===== src/rtl/line_move_scan_pkg.sv =====
// line_move_scan_pkg: shared line/position types, scan state enum and bit-reversal helper
package line_move_scan_pkg;
  typedef logic [7:0] line_t;
  typedef logic [2:0] pos_t;
  typedef enum logic [1:0] {IDLE, SCAN, EMIT, DONE} state_t;
  function automatic line_t rev8(input line_t x);
    line_t r;
    for (int i = 0; i < 8; i++) r[i] = x[7-i];
    return r;
  endfunction
endpackage


===== src/rtl/line_flip_dir.sv =====
// line_flip_dir: upward flip mask for a move at pos (opponent run from pos+1 capped by a player stone)
module line_flip_dir
  import line_move_scan_pkg::*;
(
  input  line_t player,
  input  line_t opponent,
  input  pos_t  pos,
  output line_t flip
);
  line_t run_mask;
  logic  run, hit;
  always_comb begin
    run_mask = '0;
    run = 1'b1;
    hit = 1'b0;
    for (int i = 0; i < 8; i++) begin
      if (i > int'(pos) && run) begin
        if (opponent[i]) run_mask[i] = 1'b1;
        else begin
          run = 1'b0;
          hit = player[i];
        end
      end
    end
    flip = hit ? run_mask : '0;
  end
endmodule


===== src/rtl/line_move_scan.sv =====
// line_move_scan: steps cells 0..7 of an Othello line and streams each legal move with its flip mask and resulting line
module line_move_scan
  import line_move_scan_pkg::*;
(
  input  logic       clock,
  input  logic       reset,
  input  logic       start,
  input  line_t      player,
  input  line_t      opponent,
  output logic       busy,
  output logic       out_valid,
  input  logic       out_ready,
  output pos_t       out_pos,
  output line_t      out_flip,
  output line_t      out_player,
  output line_t      out_opponent,
  output logic       done,
  output logic [3:0] move_count
);
  state_t state, state_nx;
  line_t  ply, opp, flip_up, flip_dn_r, flip;
  pos_t   pos;
  logic   legal, last;
  line_flip_dir u_up (.player(ply), .opponent(opp), .pos(pos), .flip(flip_up));
  // the downward search reuses the upward block on the mirrored line; ~pos is 7-pos
  line_flip_dir u_dn (.player(rev8(ply)), .opponent(rev8(opp)), .pos(~pos), .flip(flip_dn_r));
  assign flip  = flip_up | rev8(flip_dn_r);
  assign legal = !ply[pos] && !opp[pos] && |flip;
  assign last  = pos == 3'd7;
  always_ff @(posedge clock or posedge reset)
    if (reset) state <= IDLE;
    else state <= state_nx;
  always_comb
    state_nx = state == IDLE ? (start ? SCAN : IDLE) :
               state == SCAN ? (legal ? EMIT : last ? DONE : SCAN) :
               state == EMIT ? (out_ready ? (last ? DONE : SCAN) : EMIT) :
                               IDLE;
  always_comb begin
    busy      = state != IDLE;
    out_valid = state == EMIT;
    done      = state == DONE;
  end
  always_ff @(posedge clock or posedge reset) begin
    if (reset) begin
      ply          <= '0;
      opp          <= '0;
      pos          <= '0;
      out_pos      <= '0;
      out_flip     <= '0;
      out_player   <= '0;
      out_opponent <= '0;
      move_count   <= '0;
    end else begin
      if (state == IDLE && start) begin
        ply        <= player;
        opp        <= opponent & ~player;
        pos        <= '0;
        move_count <= '0;
      end
      if (state == SCAN) begin
        if (legal) begin
          out_pos      <= pos;
          out_flip     <= flip;
          out_player   <= ply | flip | line_t'(1 << pos);
          out_opponent <= opp & ~flip;
          move_count   <= move_count + 4'd1;
        end else if (!last) pos <= pos + 3'd1;
      end
      if (state == EMIT && out_ready && !last) pos <= pos + 3'd1;
    end
  end
endmodule


===== config.mk =====
export PLATFORM = sky130hd
export DESIGN_NAME = line_move_scan
export DESIGN_NICKNAME = d
export VERILOG_FILES = /design/src/rtl/line_move_scan_pkg.sv /design/src/rtl/line_flip_dir.sv /design/src/rtl/line_move_scan.sv
export SDC_FILE = /design/constraint.sdc
export NUM_CORES = 1
export LEC_CHECK = 0
export CAP_MARGIN = 20
export CORE_ASPECT_RATIO = 1.25
export CORE_MARGIN = 2
export CORE_UTILIZATION = 57
export CTS_CLUSTER_SIZE = 40
export DETAILED_ROUTE_END_ITERATION = 10
export HOLD_SLACK_MARGIN = 0.06
export PLACE_DENSITY_LB_ADDON = 0.05
export SLEW_MARGIN = 25
export SYNTH_ARGS = -nofsm -noshare
export SYNTH_HDL_FRONTEND = slang
export SYNTH_SLANG_ARGS = --single-unit

===== constraint.sdc =====
create_clock -name clock -period 7.1 [get_ports clock]
set_input_delay 1.42 -clock clock [delete_from_list [all_inputs] [get_ports clock]]
set_output_delay 1.42 -clock clock [all_outputs]
set_load 0.1 [all_outputs]

==> impl_metrics.ini <==
[critical_path]
cp_cell_sequence = inv_1 -> ha_1 -> nor2_1 -> mux2_2 -> a221o_1 -> o21ba_4 -> a2bb2oi_4 -> o2111ai_2 -> o31ai_4 -> buf_4 -> mux2_2
slowest_delay_ns = 0.78
crit_start = pos[2]
critPathBufInv = 2
cp_top_family = compound AO/OA/AOI/OAI gates
critPathKind = reg -> reg
crit_top_cell = mux2_2
crit_path_max_fanout = 39
cp-end-kind = flip-flop
startpoint_type = flip-flop
critPathArrivalTime_ns = 4.68
worstReg2RegStart = pos[2]
required_ns = 7.29
critPathSlowestCell = dfrtp_1

[yosys]
synth-adder-area-share = 0.0296
ys_seq_elements = 52
postSynthAreaPerCell_um2 = 9.34
synth-xor-area-share = 0
synth_mux_area_frac = 0.0782
synth_compound_area_frac = 0.228
synth-edff-count = 0
synth.distinct_cells = 50
yosys_warnings = 0
synth_area_leader_cell = dfrtp_1
synth-seq-area-share = 0.440
synthSimpleGateAreaFrac = 0.178
synthCells = 317
synth_area_leaders = dfrtp_1 44%, nand2_1 6.0%, o21ai_0 5.9%
synth_ff_type = dfrtp_1
syn-num-nets = 344
synth_top_family_by_area = compound AO/OA/AOI/OAI gates
synth-async-reset-ratio = 1.00
syn_area_um2 = 2960
synth_top_area_share = 0.440

[die]
fp.coreArea_um2 = 5040
core.rowCount = 29
die_x_um = 68.5
initial_core_util = 0.587
die_h_um = 84.6
ios = 54
die-area_um2 = 5790

[timing]
hold_violations = 0
skew_ns = 0.00478
min_period_ns = 4.49
setup_viol = 0
final_min_period_over_clock_period = 0.632
tightestPinTransition_ns = 0.977
setup_tns_ns = 0
relSlewSlack = 0.347
rsz0062_at_grt = false
max_freq_mhz = 223
slew_viol_final = 0

[min_path]
timing.hold.worst.start = out_player[1]
hold_class = reg -> reg

[layout]
fin_nets = 388
drive_above_1_share = 0.0912
postLayoutCoreUtil = 0.713
area_delta_synth_final_pct = 21.5
layout_common_cells = 53 x clkdlybuf4s50_1, 52 x dfrtp_1, 46 x nand2_1, 35 x o21ai_0, 16 x nor2_1
num_antenna_cells = 0
final_common_cell = clkdlybuf4s50_1

[clock_network]
cts_hold_buffers = 0
cts_resized = 0
clock_latency_ns = 0.31
cts_tree = yes
path_clk_slew_ns = 0.09
cts_max_level = 2
cts_setup_buffers = 0
clockBufferDepth = 2
cts_root_buf = clkbuf_8
clock-sinks = 52
cts_buffers = 5

[drt]
firstDrtPassIters = 5
vias = 2545
vias_per_cell = 6.00
drc = 0
detail_route.wl_per_cell_um = 17.5
drt_iter0_markers = 221
wl_um = 7440
ant_nets = 0

[grt]
grt_pass1_vias = 2502
overflow = 0
grt_pass1_wl_um = 12300
antenna_found_initial = 0
grt_use_total = 0.281
grt_max_degree = 53

[place]
port-buffer-count = 53
post-dp-hpwl_um = 5560
routabilityCongestion = 0.995

[status]
outcome = completed

[run]
cap_violations = 0
[flip-flops by register name, summed over array words and instances (netlist names)]
register and cells:
state 2, opp 8, out_pos 3, move_count 4, out_flip 8, out_opponent 8
pos 3, ply 8, out_player 8
[kinds of logic (layout without fill, tap and decap cells)]
family,Yosys count,count (layout)
mux,20,20
simple gates,111,111
flops,52,52
buf+inv,33,78
compound gates,94,94
fa+ha+maj,7,7
[final timing paths]
kind                                    to  slack, ns  cells after the start
max in group asynchronous  out_opponent[7]       4.98                      2
setup / recovery               out_flip[1]       2.61                     11
hold / removal               out_player[1]       0.49                      2
hold reg to reg              out_player[1]       0.49                      2
setup reg to reg               out_flip[1]       2.61                     11
min in group asynchronous  out_opponent[4]       1.60                      2
[stage by stage]
step	hold WS (ns)	setup WS (ns)	cells	cell area, um^2
after global placement	0.463	2.86	416	3500
after detailed placement	0.473	2.74	416	3500
after global routing	0.505	2.40	424	3600
final	0.488	2.61	424	3600
after CTS	0.494	2.72	424	3590
after floorplan	0.478	3.85	317	2960
[cells in the mapped netlist, types with 2 or more instances]
cell type / number
a211oi_1: 7
a21o_1: 2
a21oi_1: 14
a221oi_1: 2
a31oi_1: 2
and2_1: 6
buf_2: 11
clkbuf_1: 5
dfrtp_1: 52
ha_1: 7
inv_1: 16
mux2_1: 2
mux2_2: 13
mux2i_1: 4
nand2_1: 47
nand2b_1: 12
nand3_1: 8
nor2_1: 16
nor2b_1: 5
nor3_1: 8
nor3b_1: 3
o2111ai_1: 2
o211ai_1: 2
o21a_1: 2
o21ai_0: 35
o22ai_1: 2
o31ai_1: 8
o32ai_2: 2
[worst reg2reg max path: stages, from the launching register on]
cell and delay (ns):
dfrtp_1 0.78, inv_1 0.39, ha_1 0.35, nor2_1 0.11, mux2_2 0.36, a221o_1 0.32, o21ba_4 0.26, a2bb2oi_4 0.19
o2111ai_2 0.21, o31ai_4 0.55, buf_4 0.45, mux2_2 0.39
[routing by layer]
| layer | share of wire | vias to the layer above | GRT usage |
|---|---|---|---|
| met3 | 0.047 | 17 | 0.0389 |
| met1 | 0.44 | 1212 | 0.389 |
| met2 | 0.49 | 98 | 0.446 |
| li1 | - | 1218 | - |
| met5 | 0 | - | 0 |
| met4 | 0.023 | 0 | 0.0982 |
[final cells by class]
cell class                 count  area, um^2
multi-input combinational    232        1520
fill                         390        1450
sequential                    52        1300
timing repair buffer          54         538
clock buffer                   7        86.3
tap                           62        77.6
inverter                      16        61.3
clock inverter                 1        7.51
Power is not shown: default switching activity piles up to over one toggle a cycle in this logic, so the estimate is an artifact.
